## config.mk

```make
export PLATFORM = sky130hd
export DESIGN_NAME = set_host
export DESIGN_NICKNAME = d
export VERILOG_FILES = /design/src/rtl/set_pkg.sv /design/src/rtl/set_host_wdog.sv /design/src/rtl/set_host.sv
export SDC_FILE = /design/constraint.sdc
export NUM_CORES = 1
export LEC_CHECK = 0
export CORE_AREA = 2 2 91 93
export DETAILED_ROUTE_END_ITERATION = 8
export DIE_AREA = 0 0 93 95
export PLACE_DENSITY = 0.79
export SLEW_MARGIN = 20
export SYNTH_ARGS = -nofsm -noshare
export SYNTH_HDL_FRONTEND = slang
export SYNTH_HIERARCHICAL = 1
export SYNTH_SLANG_ARGS = --single-unit
```

## constraint.sdc

```tcl
create_clock -name clk -period 3.5 [get_ports clk]
set_input_delay 0.7 -clock clk [delete_from_list [all_inputs] [get_ports clk]]
set_output_delay 0.7 -clock clk [all_outputs]
set_load 0.01 [all_outputs]
```

## src/rtl/set_pkg.sv

```systemverilog
// rtl/set_pkg.sv - command record layout, FSM encoding and mode constants shared with SET
package set_pkg;

  // Command record: {mode, central, radius, expected}
  localparam int CMD_W        = 46;
  localparam int CMD_MODE_MSB = 45;
  localparam int CMD_MODE_LSB = 44;
  localparam int CMD_CEN_MSB  = 43;
  localparam int CMD_CEN_LSB  = 20;
  localparam int CMD_RAD_MSB  = 19;
  localparam int CMD_RAD_LSB  = 8;
  localparam int CMD_EXP_MSB  = 7;
  localparam int CMD_EXP_LSB  = 0;

  // SET operating modes; mode 3 is passed through untouched
  localparam logic [1:0] MODE_A   = 2'd0;
  localparam logic [1:0] MODE_AND = 2'd1;
  localparam logic [1:0] MODE_XOR = 2'd2;

  typedef enum logic [2:0] {
    ST_IDLE,
    ST_FETCH,
    ST_WAIT_MEM,
    ST_ISSUE,
    ST_WAIT_VALID,
    ST_CHECK,
    ST_DONE
  } state_t;

  typedef struct packed {
    logic [1:0]  mode;
    logic [23:0] central;
    logic [11:0] radius;
    logic [7:0]  expected;
  } cmd_t;

  // Split a raw command word into its named fields
  function automatic cmd_t unpack_cmd(input logic [CMD_W-1:0] d);
    cmd_t c;
    c.mode     = d[CMD_MODE_MSB:CMD_MODE_LSB];
    c.central  = d[CMD_CEN_MSB:CMD_CEN_LSB];
    c.radius   = d[CMD_RAD_MSB:CMD_RAD_LSB];
    c.expected = d[CMD_EXP_MSB:CMD_EXP_LSB];
    return c;
  endfunction

endpackage

```

## src/rtl/set_host_wdog.sv

```systemverilog
// rtl/set_host_wdog.sv - watchdog counting cycles spent waiting for a SET result
module set_host_wdog #(
  parameter int TIMEOUT = 255
) (
  input  logic clk,
  input  logic rst,
  input  logic clear,
  input  logic enable,
  output logic expired
);

  localparam int CNT_W = (TIMEOUT < 2) ? 1 : $clog2(TIMEOUT + 1);
  localparam logic [CNT_W-1:0] LIMIT = CNT_W'(TIMEOUT);

  logic [CNT_W-1:0] count;

  // Count from 0 while enabled, park at the limit so expired stays asserted
  always_ff @(posedge clk) begin
    if (rst || clear) begin
      count <= '0;
    end else if (enable && (count != LIMIT)) begin
      count <= count + CNT_W'(1);
    end
  end

  assign expired = enable && (count == LIMIT);

endmodule

```

## src/rtl/set_host.sv

```systemverilog
// rtl/set_host.sv - command-driven initiator and result checker in front of SET
module set_host
  import set_pkg::*;
#(
  parameter int NUM_CMD = 64,
  parameter int ADDR_W  = 6,
  parameter int TIMEOUT = 255
) (
  input  logic              clk,
  input  logic              rst,
  input  logic              start,
  output logic [ADDR_W-1:0] cmd_addr,
  input  logic [CMD_W-1:0]  cmd_data,
  output logic              en,
  output logic [23:0]       central,
  output logic [11:0]       radius,
  output logic [1:0]        mode,
  input  logic              busy,
  input  logic              valid,
  input  logic [7:0]        candidate,
  output logic              res_we,
  output logic [ADDR_W-1:0] res_addr,
  output logic [7:0]        res_data,
  output logic [ADDR_W:0]   err_cnt,
  output logic              done,
  output logic              pass
);

  localparam logic [ADDR_W-1:0] LAST_IDX = ADDR_W'(NUM_CMD - 1);
  localparam logic [ADDR_W:0]   ERR_MAX  = '1;

  state_t            state;
  state_t            state_nxt;
  logic [ADDR_W-1:0] index;
  logic [7:0]        expected;
  logic [7:0]        cand_q;
  logic              timeout_q;
  logic              expired;
  logic              mismatch;
  cmd_t              cmd;

  assign cmd      = unpack_cmd(cmd_data);
  assign mismatch = (cand_q != expected);

  // The command index doubles as the memory address and result address
  assign cmd_addr = index;
  assign res_addr = index;
  assign res_data = cand_q;
  assign pass     = done && (err_cnt == '0);

  set_host_wdog #(
    .TIMEOUT (TIMEOUT)
  ) u_wdog (
    .clk     (clk),
    .rst     (rst),
    .clear   (state != ST_WAIT_VALID),
    .enable  (state == ST_WAIT_VALID),
    .expired (expired)
  );

  // State register
  always_ff @(posedge clk) begin
    if (rst) begin
      state <= ST_IDLE;
    end else begin
      state <= state_nxt;
    end
  end

  // Next-state and strobe decode; en/res_we/done are pure state decodes so reset drops them at once
  always_comb begin
    state_nxt = state;
    en        = 1'b0;
    res_we    = 1'b0;
    done      = 1'b0;
    case (state)
      ST_IDLE: begin
        if (start) state_nxt = ST_FETCH;
      end
      ST_FETCH: begin
        state_nxt = ST_WAIT_MEM;
      end
      ST_WAIT_MEM: begin
        if (!busy) state_nxt = ST_ISSUE;
      end
      ST_ISSUE: begin
        en        = 1'b1;
        state_nxt = ST_WAIT_VALID;
      end
      ST_WAIT_VALID: begin
        if (valid || expired) state_nxt = ST_CHECK;
      end
      ST_CHECK: begin
        res_we    = 1'b1;
        state_nxt = (index == LAST_IDX) ? ST_DONE : ST_FETCH;
      end
      ST_DONE: begin
        done = 1'b1;
        if (start) state_nxt = ST_FETCH;
      end
      default: begin
        state_nxt = ST_IDLE;
      end
    endcase
  end

  // Datapath: record capture, result latch, error counting and index stepping
  always_ff @(posedge clk) begin
    if (rst) begin
      index     <= '0;
      central   <= '0;
      radius    <= '0;
      mode      <= '0;
      expected  <= '0;
      cand_q    <= '0;
      timeout_q <= 1'b0;
      err_cnt   <= '0;
    end else begin
      case (state)
        ST_IDLE, ST_DONE: begin
          if (start) begin
            index   <= '0;
            err_cnt <= '0;
          end
        end
        ST_WAIT_MEM: begin
          // Re-captured every stall cycle; address is stable so the data is too
          central  <= cmd.central;
          radius   <= cmd.radius;
          mode     <= cmd.mode;
          expected <= cmd.expected;
        end
        ST_WAIT_VALID: begin
          // A result arriving on the expiry cycle wins over the timeout
          if (valid) begin
            cand_q    <= candidate;
            timeout_q <= 1'b0;
          end else if (expired) begin
            cand_q    <= 8'h00;
            timeout_q <= 1'b1;
          end
        end
        ST_CHECK: begin
          if ((timeout_q || mismatch) && (err_cnt != ERR_MAX)) begin
            err_cnt <= err_cnt + (ADDR_W + 1)'(1);
          end
          if (index != LAST_IDX) begin
            index <= index + ADDR_W'(1);
          end
        end
        default: begin
        end
      endcase
    end
  end

endmodule

```

==> results_dict.tcl <==
set metrics [dict create \
    ff2ff_setup_slack_ns 1.05 \
    die_w_um 93 \
    reg2reg_depth 7 \
    port_buffers 127 \
    overflow 0 \
    end_kind "primary output" \
    whs_ns 0.4559 \
    synth.most_common_cell "nand2_1" \
    fin_tns_setup_ns 0 \
    final_cell_count_no_fill 641 \
    r2r-start "state[2]" \
    cts_max_level 3 \
    clk_pin_slew_ns 0.09 \
    num_antenna_cells 0 \
    cts_made_buffers 9 \
    start_kind "flip-flop" \
    place_inst 625 \
    p_per_area_mw_per_mm2 427.6 \
    synth_edf_count 0 \
    vdd_drop_max_mv 0.2273 \
    synthTopCellsByArea "dfxtp_1 (46%), nand2_1 (12%), a21oi_1 (8.6%)" \
    wl_per_cell_um 13.80 \
    ys_ff_latch 79 \
    cp.required_ns 2.80 \
    synthFlopType "dfxtp_1" \
    drt_iter0_markers 104 \
    vias_per_cell 5.176 \
    worstPathArrival_ns 2.08 \
    hold_class "reg2reg" \
    synth.avg_cell_area_um2 8.254 \
    hold_violations 0 \
    clock_latency_ns 0.35 \
    worstReg2RegEnd "res_data[4]" \
    synthCells 417 \
    cp_max_fo 12 \
    cts_resized 0 \
    yosysWarnings 6 \
    min_from "radius[5]" \
    worstSetupPathType "reg2out" \
    rsz0062_at_grt "false" \
    status "finished, final reports clean" \
    min_period_ns 2.779 \
    layout-drive-gt1-share 0.06716 \
    synth_cell_types 54 \
    root_buffer "clkbuf_8" \
    die_h_um 95 \
    areaGrowthSynthToFinish_pct 42.68 \
    max_slew_margin 0.3816 \
    io_pins 128 \
    postRouteAntennaNets 0 \
    utilization 0.6195 \
    hpwl_um 6216 \
    start_util 0.4342 \
    dpl_cell_area_mm2 0.004722 \
    gp_congestion 0.8419 \
    drt-total-wl_um 8843 \
    design_area_mm2 0.004911 \
    antenna_found_initial 0 \
    critPathLaunch "state[2]" \
    cap_violations 0 \
    drc_errors 0 \
    yosysSeqAreaShare 0.4595 \
    cts_hold_buffers 0 \
    cts_tree "yes" \
    max_freq_mhz 359.8 \
    async_flop_share 0 \
    finalMaxSlewViolations 0 \
    drt_pass1_iterations 6 \
    rows 33 \
    fp.coreArea_mm2 0.007928 \
    fill_cells 710 \
    dieArea_mm2 0.008835 \
    synth_common_cells "nand2_1 (110), dfxtp_1 (79), a21oi_1 (59), nor2_1 (21), clkbuf_1 (12)" \
    grt_pass1_vias 3154 \
    post_cts_buffers 0 \
    finalSetupViolations 0 \
    grtUsageTotal 0.2001 \
    fin_skew_ns 0.007294 \
    cts_sinks 79 \
    grt_pass1_wl_um 14270 \
    synth_top_area_share 0.4595 \
    grt_max_degree 49 \
    layout.nets 594 \
    synth_area_mm2 0.003442 \
    worst_pin_slew_ns 0.9200 \
    syn_nets 480 \
    leakage_nw 1.757 \
    yosysTopAreaCell "dfxtp_1" \
    post-route-period-util 0.7940 \
    crit_end "pass" \
    num_vias 3318 \
    clockBufferDepth 2 \
]
stage by stage:
step,worst slack [ns],power (W)
floorplan,1.566,0.001250
global placement,1.128,0.001443
detailed placement,1.074,0.001455
CTS,0.6862,0.002111
global route,0.5882,0.002196
finish,0.7208,0.002100
metal layers:
metal / share of wire / vias to the layer above / global-route usage
met3: 0.074 / 13 / 0.06464
li1: - / 1658 / -
met2: 0.49 / 98 / 0.3412
met5: 0 / - / 0
met4: 0.017 / 0 / 0.07108
met1: 0.42 / 1549 / 0.2372
critical path: stages (launching register included):
cell	delay, ns
dfxtp_1	0.63
inv_2	0.14
nor3_2	0.21
and4b_1	0.22
clkdlybuf4s50_1	0.53
worst min-delay path by stage:
stage / endpoint / slack, ns / cells past startpoint
finish: radius[5] / 0.46 / 2
global route: radius[5] / 0.47 / 2
CTS: radius[5] / 0.46 / 2
detailed placement: radius[5] / 0.45 / 2
global placement: radius[11] / 0.44 / 2
floorplan: timeout_q / 0.45 / 2
layout make-up:
type	instances	area, um2	share of cell area
Sequential cell	79	1582	0.3220
Clock inverter	6	61.31	0.01248
Multi-Input combinational cell	299	1675	0.3411
Tap cell	105	131.4	0.02675
Timing Repair Buffer	130	1289	0.2624
Clock buffer	10	127.6	0.02599
Inverter	12	45.04	0.009172
sequential cells by signal (all words and copies together), names as in the netlist:
| name | cells |
|---|---|
| err_cnt | 7 |
| timeout_q | 1 |
| res_data | 8 |
| mode | 2 |
| u_wdog/count | 8 |
| expected | 8 |
| cmd_addr | 6 |
| state | 3 |
| central | 24 |
| radius | 12 |
cell families (layout without fill, tap and decap cells):
family                   Yosys count  in the layout  share of synthesized area
AND/OR/NAND/NOR                  179            179                     0.2450
AO/OA/AOI/OAI                    101            101                     0.1861
flip-flops                        79             79                     0.4595
buffers and inverters             39            158                    0.05562
XOR/XNOR                          12             12                    0.03053
adder cells (fa/ha/maj)            4              4                    0.01454
multiplexers                       3              3                   0.008724
cells in the final DEF (no fill, tap or decap), types with 2 or more instances in the layout:
master | synthesis | final
clkinv_2 | 0 | 3
buf_4 | 8 | 3
and4b_1 | 2 | 2
nand2b_1 | 3 | 3
a221oi_1 | 2 | 2
a22oi_1 | 9 | 9
and3_1 | 5 | 5
nand2_1 | 110 | 110
clkdlybuf4s50_1 | 0 | 126
a21oi_1 | 59 | 59
o21ai_1 | 3 | 3
and4_1 | 2 | 2
nor2_1 | 21 | 21
nor3_2 | 3 | 2
inv_1 | 11 | 11
a211oi_1 | 3 | 3
or2_2 | 3 | 3
mux2i_1 | 3 | 3
nor4_1 | 5 | 5
a21o_1 | 2 | 2
o21a_1 | 3 | 3
o32ai_1 | 2 | 2
ha_1 | 4 | 4
nand4_1 | 5 | 5
clkbuf_8 | 0 | 9
xor2_1 | 5 | 5
nor2_2 | 2 | 2
xnor2_1 | 7 | 7
o21ai_0 | 5 | 5
dfxtp_1 | 79 | 79
o31ai_1 | 2 | 2
nand3_1 | 8 | 8
power by group:
group          leakage (nW)  internal, W  total [W]  switching [W]
Combinational          1.02     0.000212   0.000435       0.000223
Sequential            0.640     0.000954    0.00100      0.0000457
Clock                0.0960     0.000327   0.000665       0.000338
(Power assumes the default switching activity.)
